<file path="src/rtl/prog_select.sv">
// Pushbutton program selector: synchronises and debounces four buttons, then presents a
// one-shot program code for a fixed hold window. Debounce filters exist only with PROG_SELECT_DEBOUNCE_EN.
module prog_select #(
  parameter logic [15:0] DEBOUNCE_CYCLES = 16'd50000,
  parameter logic [7:0]  HOLD_CYCLES     = 8'd4
) (
  input  logic        clock,
  input  logic        reset,
  input  logic        btnl,
  input  logic        btnr,
  input  logic        btnu,
  input  logic        btnd,
  input  logic [15:0] sw,
  output logic [31:0] program_selector,
  output logic [15:0] sw_snapshot,
  output logic        busy
);

  // A zero hold length behaves like a single-cycle hold.
  localparam logic [7:0] HOLD_LAST = (HOLD_CYCLES == 8'd0) ? 8'd0 : HOLD_CYCLES - 8'd1;

  typedef enum logic [1:0] {
    IDLE    = 2'd0,
    HOLD    = 2'd1,
    RELEASE = 2'd2
  } state_t;

  state_t      state, state_next;
  logic [3:0]  btn_s1, btn_s2;
  logic [15:0] sw_s1, sw_s2;
  logic [3:0]  deb, deb_d, rise;
  logic [7:0]  hold_cnt;
  logic [2:0]  code_q, code_sel;
  logic        trigger;

  // Bit order within the button vectors: 0 fib (btnl), 1 sort (btnr), 2 load (btnu), 3 save (btnd).
  always_ff @(posedge clock) begin
    if (reset) begin
      btn_s1 <= '0;
      btn_s2 <= '0;
      sw_s1  <= '0;
      sw_s2  <= '0;
    end else begin
      btn_s1 <= {btnd, btnu, btnr, btnl};
      btn_s2 <= btn_s1;
      sw_s1  <= sw;
      sw_s2  <= sw_s1;
    end
  end

`ifdef PROG_SELECT_DEBOUNCE_EN
  logic [3:0]  deb_q;
  logic [15:0] db_cnt [4];

  // The 17-bit compare avoids wrap-around when DEBOUNCE_CYCLES is zero.
  always_ff @(posedge clock) begin
    if (reset) begin
      deb_q <= '0;
      for (int i = 0; i < 4; i++) db_cnt[i] <= '0;
    end else begin
      for (int i = 0; i < 4; i++) begin
        if (btn_s2[i] != deb_q[i]) begin
          if (({1'b0, db_cnt[i]} + 17'd1) >= {1'b0, DEBOUNCE_CYCLES}) begin
            deb_q[i]  <= btn_s2[i];
            db_cnt[i] <= '0;
          end else begin
            db_cnt[i] <= db_cnt[i] + 16'd1;
          end
        end else begin
          db_cnt[i] <= '0;
        end
      end
    end
  end

  assign deb = deb_q;
`else
  logic unused_debounce;
  assign unused_debounce = ^DEBOUNCE_CYCLES;
  assign deb = btn_s2;
`endif

  always_ff @(posedge clock) begin
    if (reset) deb_d <= '0;
    else       deb_d <= deb;
  end

  assign rise = deb & ~deb_d;

  always_comb begin
    code_sel = 3'd0;
    if      (rise[0]) code_sel = 3'd1;
    else if (rise[1]) code_sel = 3'd2;
    else if (rise[2]) code_sel = 3'd3;
    else if (rise[3]) code_sel = 3'd4;
  end

  // Edges outside IDLE are simply dropped; rise is a one-cycle pulse, so nothing queues.
  assign trigger = (state == IDLE) && (code_sel != 3'd0);

  always_ff @(posedge clock) begin
    if (reset) state <= IDLE;
    else       state <= state_next;
  end

  always_comb begin
    state_next = state;
    case (state)
      IDLE:    if (trigger) state_next = HOLD;
      HOLD:    if (hold_cnt == 8'd0) state_next = RELEASE;
      RELEASE: if (deb == 4'd0) state_next = IDLE;
      default: state_next = IDLE;
    endcase
  end

  always_ff @(posedge clock) begin
    if (reset) begin
      code_q      <= '0;
      sw_snapshot <= '0;
      hold_cnt    <= '0;
    end else if (trigger) begin
      code_q      <= code_sel;
      sw_snapshot <= sw_s2;
      hold_cnt    <= HOLD_LAST;
    end else if ((state == HOLD) && (hold_cnt != 8'd0)) begin
      hold_cnt <= hold_cnt - 8'd1;
    end
  end

  always_comb begin
    program_selector = '0;
    busy             = (state != IDLE);
    if (state == HOLD) program_selector = {29'd0, code_q};
  end

endmodule

</file>
<file path="config.mk">
export PLATFORM = sky130hd
export DESIGN_NAME = prog_select
export DESIGN_NICKNAME = d
export VERILOG_FILES = /design/src/rtl/prog_select.sv
export SDC_FILE = /design/constraint.sdc
export NUM_CORES = 1
export LEC_CHECK = 0
export ABC_AREA = 1
export BUFFER_PORTS_ARGS = -buffer_cell sky130_fd_sc_hd__buf_2
export CAP_MARGIN = 10
export CORE_AREA = 2 2 88 81
export CTS_BUF_LIST = sky130_fd_sc_hd__clkbuf_8
export CTS_CLUSTER_DIAMETER = 150
export CTS_CLUSTER_SIZE = 14
export DETAILED_ROUTE_END_ITERATION = 16
export DIE_AREA = 0 0 90 83
export HOLD_SLACK_MARGIN = 0.1
export PLACE_DENSITY = 0.69
export SLEW_MARGIN = 20
export SYNTH_ARGS = -nofsm -noshare
export SYNTH_HDL_FRONTEND = slang
export SYNTH_SLANG_ARGS = --single-unit
</file>
<file path="constraint.sdc">
create_clock -name clock -period 2.45 [get_ports clock]
set_input_delay 0.245 -clock clock [delete_from_list [all_inputs] [get_ports clock]]
set_output_delay 0.245 -clock clock [all_outputs]
set_load 0.1 [all_outputs]
</file>
==> flow_summary.ini, run 1 <==
[clocking]
cts_buffer_depth = 2
clock-sinks = 73
clk_latency_ps = 340
numCtsBuffers = 9
post_cts_resized = 0
htreeDepth = 3
clockRootBuffer = clkbuf_8
tritoncts = built
clk_pin_slew_ps = 70

[run_status]
status = finished, final reports clean

[worst_setup_path]
r2r_slack_ps = 890
r2r_end = sw_snapshot[3]
reg2reg_depth = 7
crit_required_ps = 2200
r2r_start = deb_d[0]
cp-end-kind = output port
critPathKind = reg -> out
cp-start-kind = register
crit_arrival_ps = 1540
cp_max_fo = 4

[placement]
place_ws_ps = 906
port_buffers = 41
gp_congestion = 0.819
post-dp-hpwl_um = 3050

[global_routing]
grt-ovfl-total = 0
antenna_found_initial = 0
grt_use_total = 0.130
grt_pass1_vias = 1885
grt_max_degree = 48
grt_pass1_wl_um = 7850

[yosys]
synth.top_cells.by_count = 83 x nor2_1, 73 x dfxtp_1, 61 x inv_1
synthDominantCellAreaShare = 0.518
synth_top_area_cell = dfxtp_1
yosys_most_used_dff = dfxtp_1
yosys-top-cells-area = dfxtp_1 52%, nor2_1 11%, inv_1 8.1%, buf_4 7.7%, nand2_1 3.9%
synth-seq-cells = 73
synth_cell_types = 26
syn_avg_cell_area_sq_um = 7.88
seq_area_frac_synth = 0.518
syn_area_sq_um = 2820
yosys_warnings = 0
synth.most_common_cell = nor2_1
synth-edff-count = 0
ys_async_sr_fraction = 0
syn_inst = 358

[floorplan]
die_height_um = 83
fp.dieW_um = 90
die_area_sq_um = 7470
ios = 71
core_sq_um = 6520
rows = 28
start_util = 0.433

[pwr]
p_total_mw = 3.42
power.density_nw_per_um2 = 1010
peakVddDrop_mv = 0.417
power.leakage_nw = 1.66

[drt]
vias = 2097
drt-total-wl_um = 4590
viasPerCell = 4.08
route.detailed.drc = 0
antenna_left = 0
drtIter0Drc = 79
wl_per_cell_um = 8.92
first_pass_iters = 5

[hold_path]
whs_endpoint = sw_s1[14]
holdCritStartpoint = sw[14]
whs_path_depth = 3
hold_class = in -> reg

[sta]
tightest_slew_ps = 565
relSlewSlack = 0.622
skew_ps = 5.92
finalCritPeriodShare = 0.729
min_period_ps = 1790
finalSetupTns_ps = 0
setup_violations = 0
slew_violations = 0
max_freq_ghz = 0.560
setup_ws_ps = 664
final_hold_viol_count = 0
rsz0062_at_grt = false

[flow_run]
max_cap_violations = 0

[finish]
num-fill-cells = 628
drive_gt1_frac = 0.193
syn_to_final_growth_pct = 20.6
utilization = 0.522
num-nets-final = 443
n_antenna_cell = 0
cells in the final DEF, fill, tap and decap left out, types with 3 or more instances in the layout:
cell           instances
nor2_1                83
nand2_1               29
bufinv_16              3
inv_2                  5
nand2_2                3
clkbuf_8               9
nand3_1                9
buf_2                 41
inv_1                 61
nand4_1                3
nor2_2                13
dfxtp_1               73
conb_1                29
o21ai_1               20
a21oi_1                8
dlygate4sd3_1         19
registers in the layout (all words and copies together) (netlist names):
name / flops
btn_s1: 4
btn_s2: 4
code_q: 3
deb_d: 4
hold_cnt: 8
state: 2
sw_s1: 16
sw_s2: 16
sw_snapshot: 16
how the worst max path moves through the flow:
stage,start,end,slack [ps],cells after the start
3_5_place_dp,deb_d[0],sw_snapshot[1],910,7
3_3_place_gp,deb_d[0],sw_snapshot[0],950,7
2_1_floorplan,state[0],program_selector[0],340,4
4_1_cts,state[0],program_selector[1],630,5
6_report,state[0],program_selector[1],660,5
5_1_grt,state[0],program_selector[1],520,5
final cells by class:
cell class              instances  area, sq um  area share
clock buffers                   9          124      0.0364
clock inverters                 7          119      0.0350
inverters                      67          254      0.0747
multi-input cells             207          927       0.273
flip-flops and latches         73         1460       0.430
well taps                      90          113      0.0331
repair buffers                 61          403       0.118
kinds of logic (layout without fill, tap and decap cells):
kind of cell | after synthesis | in the layout | share of synthesized area
XOR/XNOR | 1 | 1 | 0.00311
flip-flops | 73 | 73 | 0.518
buffers and inverters | 106 | 144 | 0.190
AO/OA/AOI/OAI | 34 | 34 | 0.0670
other | 1 | 29 | 0.00133
AND/OR/NAND/NOR | 141 | 141 | 0.211
adder cells (fa/ha/maj) | 2 | 2 | 0.00887
routing by layer:
layer / vias to the layer above / wire length, um / GRT usage / part of all wire
met2: 48 / 2180 / 0.212 / 0.48
met3: 8 / 236 / 0.0581 / 0.051
met4: 0 / 80 / 0.0657 / 0.017
met1: 917 / 2090 / 0.144 / 0.46
met5: - / 0 / 0 / 0
li1: 1124 / - / - / -
report_power, final:
group | switching (mW) | internal (mW) | total, mW
registers | 0.0510 | 1.28 | 1.33
clock network | 0.437 | 0.675 | 1.11
logic | 0.780 | 0.198 | 0.978
per-stage QoR:
step | hold WS, ps | instance area (sq um) | std cells
2_1_floorplan | 352 | 2930 | 386
3_3_place_gp | 391 | 2970 | 479
5_1_grt | 103 | 3400 | 514
4_1_cts | 101 | 3390 | 513
6_report | 120 | 3400 | 514
3_5_place_dp | 392 | 2970 | 479
critical path, cell delays in order, from the launching register on:
cell and delay (ps):
dfxtp_1 350, inv_2 60, nor2_2 170, inv_2 90, nor2_1 90, buf_2 430
what timing repair did:
item | in CTS | in global routing
hold endpoints to repair | 18 | 1
setup buffers | 0 | 0
hold buffers | 18 | 1
Power figures use the tool's default switching activity.
==> inputs of run 2 (changes only) <==
- PLACE_DENSITY: 0.69 -> 0.72
- clock period: 2.45 -> 1.5 ns (I/O delays scaled with it)
==> run 2 against run 1 <==
Compared with the run above: sequential share of layout area shrank 0.98 points; global-route usage grew 0.17 points; count of clock-buffer cells in the layout is 3 higher; clock skew down 0.74 ps; critical path depth unchanged; largest cell class unchanged.
==> flow_summary.ini, run 2 (same netlist as run 1, synthesis figures left out) <==
[run_status]
status = finished, final reports clean

[placement]
port_buffers = 41
gp_congestion = 0.848
dp.cells = 480
post-dp-hpwl_um = 3110

[finish]
syn_to_final_growth_pct = 23.5
stdcell_count = 517
reg_top3 = sw_s1 (16), sw_s2 (16), sw_snapshot (16)
final_cell_mix = 80 x nor2_1, 72 x dfxtp_1, 61 x inv_1
drive_gt1_frac = 0.208
num-nets-final = 446
final_common_cell = nor2_1
num-fill-cells = 606
n_antenna_cell = 0

[drt]
drt-total-wl_um = 4790
first_pass_iters = 4
antenna_left = 0
vias = 2087
drtIter0Drc = 92
route.detailed.drc = 0
wl_per_cell_um = 9.26
viasPerCell = 4.04

[pwr]
peakVddDrop_mv = 0.697
power.internal_mw = 3.35
clockPowerShare = 0.291
power.density_nw_per_um2 = 1550
power_frac_seq = 0.402
p_total_mw = 5.41
p_switching_mw = 2.06
combPwrFrac = 0.306
power.leakage_nw = 1.68
swShare = 0.380

[worst_setup_path]
cp-end-kind = output port
crit_start = state[0]
cp_cell_sequence = inv_2 -> nor2_4 -> inv_4 -> nor2_4 -> buf_12
cp_max_fo = 4
crit_required_ps = 1350
slowest_stage = dfxtp_2
crit_top_cell = nor2_4
r2r_start = hold_cnt[0]
critPathKind = reg -> out
slowest_delay_ps = 340
crit_arrival_ps = 1250
cp-start-kind = register

[sta]
min_period_ps = 1400
setup_violations = 0
max_freq_ghz = 0.715
final_hold_viol_count = 0
tightest_slew_ps = 590
rsz0062_at_grt = true
slew_violations = 0
skew_ps = 5.18
finalCritPeriodShare = 0.932
relSlewSlack = 0.606

[floorplan]
die_height_um = 83
rows = 28
die_area_sq_um = 7470
ios = 71
start_util = 0.433
fp.dieW_um = 90
core_sq_um = 6520

[clocking]
cts_buffer_depth = 2
clock-sinks = 73
clockRootBuffer = clkbuf_8
tritoncts = built
numCtsBuffers = 9
clk_pin_slew_ps = 70
clk_latency_ps = 330
htreeDepth = 3

[global_routing]
grt_max_degree = 48
grt-ovfl-total = 0
grt_use_total = 0.132
grt_pass1_wl_um = 7930
antenna_found_initial = 0
grt_pass1_vias = 1864

[hold_path]
hold_class = in -> reg
holdCritStartpoint = reset

[flow_run]
max_cap_violations = 0
run 2: power groups by stage:
stage	Combinational [mW]	Clock (mW)	Sequential [mW]
after floorplan	1.03	0	2.64
after global placement	1.57	0	2.22
after detailed placement	1.59	0	2.22
after CTS	1.63	1.62	2.17
after global routing	1.77	1.71	2.19
final	1.66	1.58	2.18
run 2: cell type report:
| cell class | count | area [sq um] | area share |
|---|---|---|---|
| Multi-Input combinational cell | 207 | 957 | 0.275 |
| Inverter | 67 | 256 | 0.0736 |
| Sequential cell | 73 | 1460 | 0.420 |
| Clock buffer | 12 | 165 | 0.0474 |
| Timing Repair Buffer | 64 | 479 | 0.138 |
| Clock inverter | 4 | 50.0 | 0.0144 |
| Tap cell | 90 | 113 | 0.0323 |
run 2: what timing repair did:
item	CTS	global route
setup endpoints to repair	3	7
endpoints found under the hold margin	20	0
setup buffers	0	1
gates resized for setup	1	7
pin swaps	0	1
hold buffers	20	0
run 2: routing by layer:
metal | GRT usage | up-vias | routed length [um]
li1 | - | 1128 | -
met1 | 0.145 | 896 | 2200
met2 | 0.219 | 54 | 2260
met3 | 0.0454 | 9 | 224
met4 | 0.0811 | 0 | 108
met5 | 0 | - | 0
run 2: critical path: cells and delay by family, from the launching register on:
| family | cells | cell delay [ps] |
|---|---|---|
| simple gates | 2 | 250 |
| buf+inv | 3 | 320 |
| flops | 1 | 340 |
run 2: metrics by stage:
step / hold WS [ps] / setup WS (ps) / setup TNS (ps) / util / instance area [sq um]
2_1_floorplan: 257 / -69.2 / -334 / - / 2940
3_3_place_gp: 352 / 190 / 0 / 0.465 / 3030
3_5_place_dp: 356 / 125 / 0 / 0.465 / 3030
4_1_cts: 346 / 2.30 / 0 / 0.530 / 3450
5_1_grt: 362 / -5.21 / -5.21 / 0.535 / 3480
6_report: 351 / 102 / 0 / 0.535 / 3480
run 2: final timing paths:
check | to | slack (ps) | cells after the start
setup reg to reg | hold_cnt[1] | 120 | 10
hold / removal | sw_s2[11] | 350 | 3
setup / recovery | program_selector[2] | 100 | 5
hold reg to reg | sw_s2[5] | 400 | 2
==> inputs of run 3 (changes only) <==
- BUFFER_PORTS_ARGS: -buffer_cell sky130_fd_sc_hd__buf_2 -> not set
- DONT_BUFFER_PORTS: not set -> 1
- GPL_ROUTABILITY_DRIVEN: not set -> 0
- PLACE_DENSITY: 0.72 -> 0.62
==> run 3 against run 2 <==
Compared with the run above: wire length grew 0.86%; combinational power is essentially flat; worst setup slack gained 9.1 ps; core utilization shrank 0.46 points; critical endpoint is now program_selector[1]; global-route usage grew 0.34 points; clock power shrank 3%; sequential share of layout area grew 0.37 points; critical path type unchanged; highest routed layer unchanged; critical path depth is the same; fmax grew 0.65%.
==> flow_summary.ini, run 3 (same netlist as run 1, synthesis figures left out) <==
[clocking]
tritoncts = built
cts_buffer_depth = 2
clk_latency_ps = 330
clock-sinks = 73
clk_pin_slew_ps = 80
numCtsBuffers = 9
clockRootBuffer = clkbuf_8
htreeDepth = 3

[global_routing]
met2_usage = 0.232
grt_max_degree = 48
gr-usage-met3 = 0.0408
antenna_found_initial = 0
busiest_layer = met2
grt-ovfl-total = 0
grt_use_total = 0.135
grt_pass1_wl_um = 8120
use_met1 = 0.149
grt_pass1_vias = 1905

[placement]
port_buffers = 0
place_ws_ps = 182
post-dp-hpwl_um = 3070

[finish]
utilization = 0.530
num-nets-final = 429
final_common_cell = nor2_1
n_antenna_cell = 0
reg_top3 = sw_s1 (16), sw_s2 (16), sw_snapshot (16)
final_cell_mix = 80 x nor2_1, 72 x dfxtp_1, 62 x inv_1
syn_to_final_growth_pct = 22.4
drive_gt1_frac = 0.168
num-fill-cells = 634

[worst_setup_path]
cp-start-kind = register
crit_arrival_ps = 1240
slowest_delay_ps = 340
cp-end-kind = output port
r2r_start = hold_cnt[0]
crit_buf_inv = 3
cp_cell_sequence = inv_2 -> nor2_4 -> inv_4 -> nor2_4 -> buf_12
slowest_stage = dfxtp_2
crit_family = flip-flops
critPathKind = reg -> out
crit_top_cell = nor2_4
cp_max_fo = 4
crit_start = state[0]
crit_required_ps = 1350

[sta]
final_hold_viol_count = 0
rsz0062_at_grt = false
setup_violations = 0
max_freq_ghz = 0.720
finalCritPeriodShare = 0.926
setup_ws_ps = 111
min_period_ps = 1390
slew_violations = 0
skew_ps = 8.51

[floorplan]
die_area_sq_um = 7470
ios = 71
core_sq_um = 6520
rows = 28
die_height_um = 83
start_util = 0.433
fp.dieW_um = 90

[drt]
wl_per_cell_um = 9.65
first_pass_iters = 4
antenna_left = 0
drt-total-wl_um = 4830
route.detailed.drc = 0
vias = 2091
viasPerCell = 4.18
drtIter0Drc = 68

[pwr]
peakVddDrop_mv = 0.695
power.density_nw_per_um2 = 1560
power.leakage_nw = 1.62

[hold_path]
holdCritStartpoint = reset
hold_class = in -> reg

[flow_run]
max_cap_violations = 0

[run_status]
status = finished, final reports clean
-- run 3: area by class of cell --
type	instances	area (sq um)	area share
multi-input combinational	207	957	0.277
clock inverter	5	55.1	0.0159
inverter	67	256	0.0743
sequential	73	1460	0.424
tap	90	113	0.0326
clock buffer	11	151	0.0438
timing repair buffer	47	458	0.133
-- run 3: worst paths after layout --
kind / to / cells past startpoint / slack, ps
setup reg to reg: hold_cnt[1] / 10 / 180
setup / recovery: program_selector[1] / 5 / 110
hold / removal: hold_cnt[1] / 3 / 170
hold reg to reg: btn_s2[0] / 2 / 400
-- run 3: per-stage QoR --
step	cells	hold slack, ps	setup TNS [ps]	power, mW	cell area, sq um
after floorplan	386	257	-334	3.67	2940
after global placement	460	226	0	3.79	2980
after detailed placement	460	226	0	3.82	2980
after CTS	499	158	-31.4	5.43	3430
after global routing	500	170	0	5.68	3450
final	500	169	0	5.40	3450
-- run 3: what timing repair did --
action | 4_1_cts | 5_1_grt
endpoints found under the setup margin | 3 | 3
hold endpoints to repair | 47 | 0
hold buffers | 23 | 0
buffers inserted | 0 | 1
pin swaps | 0 | 1
resized for setup | 1 | 5
-- run 3: worst register-to-register path: stages (launching register included) --
cell and delay [ps]:
dfxtp_1 310, inv_1 90, ha_1 210, nand3_1 120, inv_2 50, nand2_2 90
nand2_2 120, nand2_1 80, nand3_1 60, nand2_1 60, inv_1 40
-- run 3: where the power goes --
part | total, mW | internal [mW] | switching [mW]
clock network | 1.54 | 0.853 | 0.684
registers | 2.17 | 2.09 | 0.0742
logic | 1.69 | 0.388 | 1.31
total | 5.40 | 3.33 | 2.06
-- run 3: routing by layer --
layer / share of wire / wire length [um]
met2: 0.50 / 2420
met3: 0.050 / 241
met5: 0 / 0
met1: 0.43 / 2080
met4: 0.020 / 95
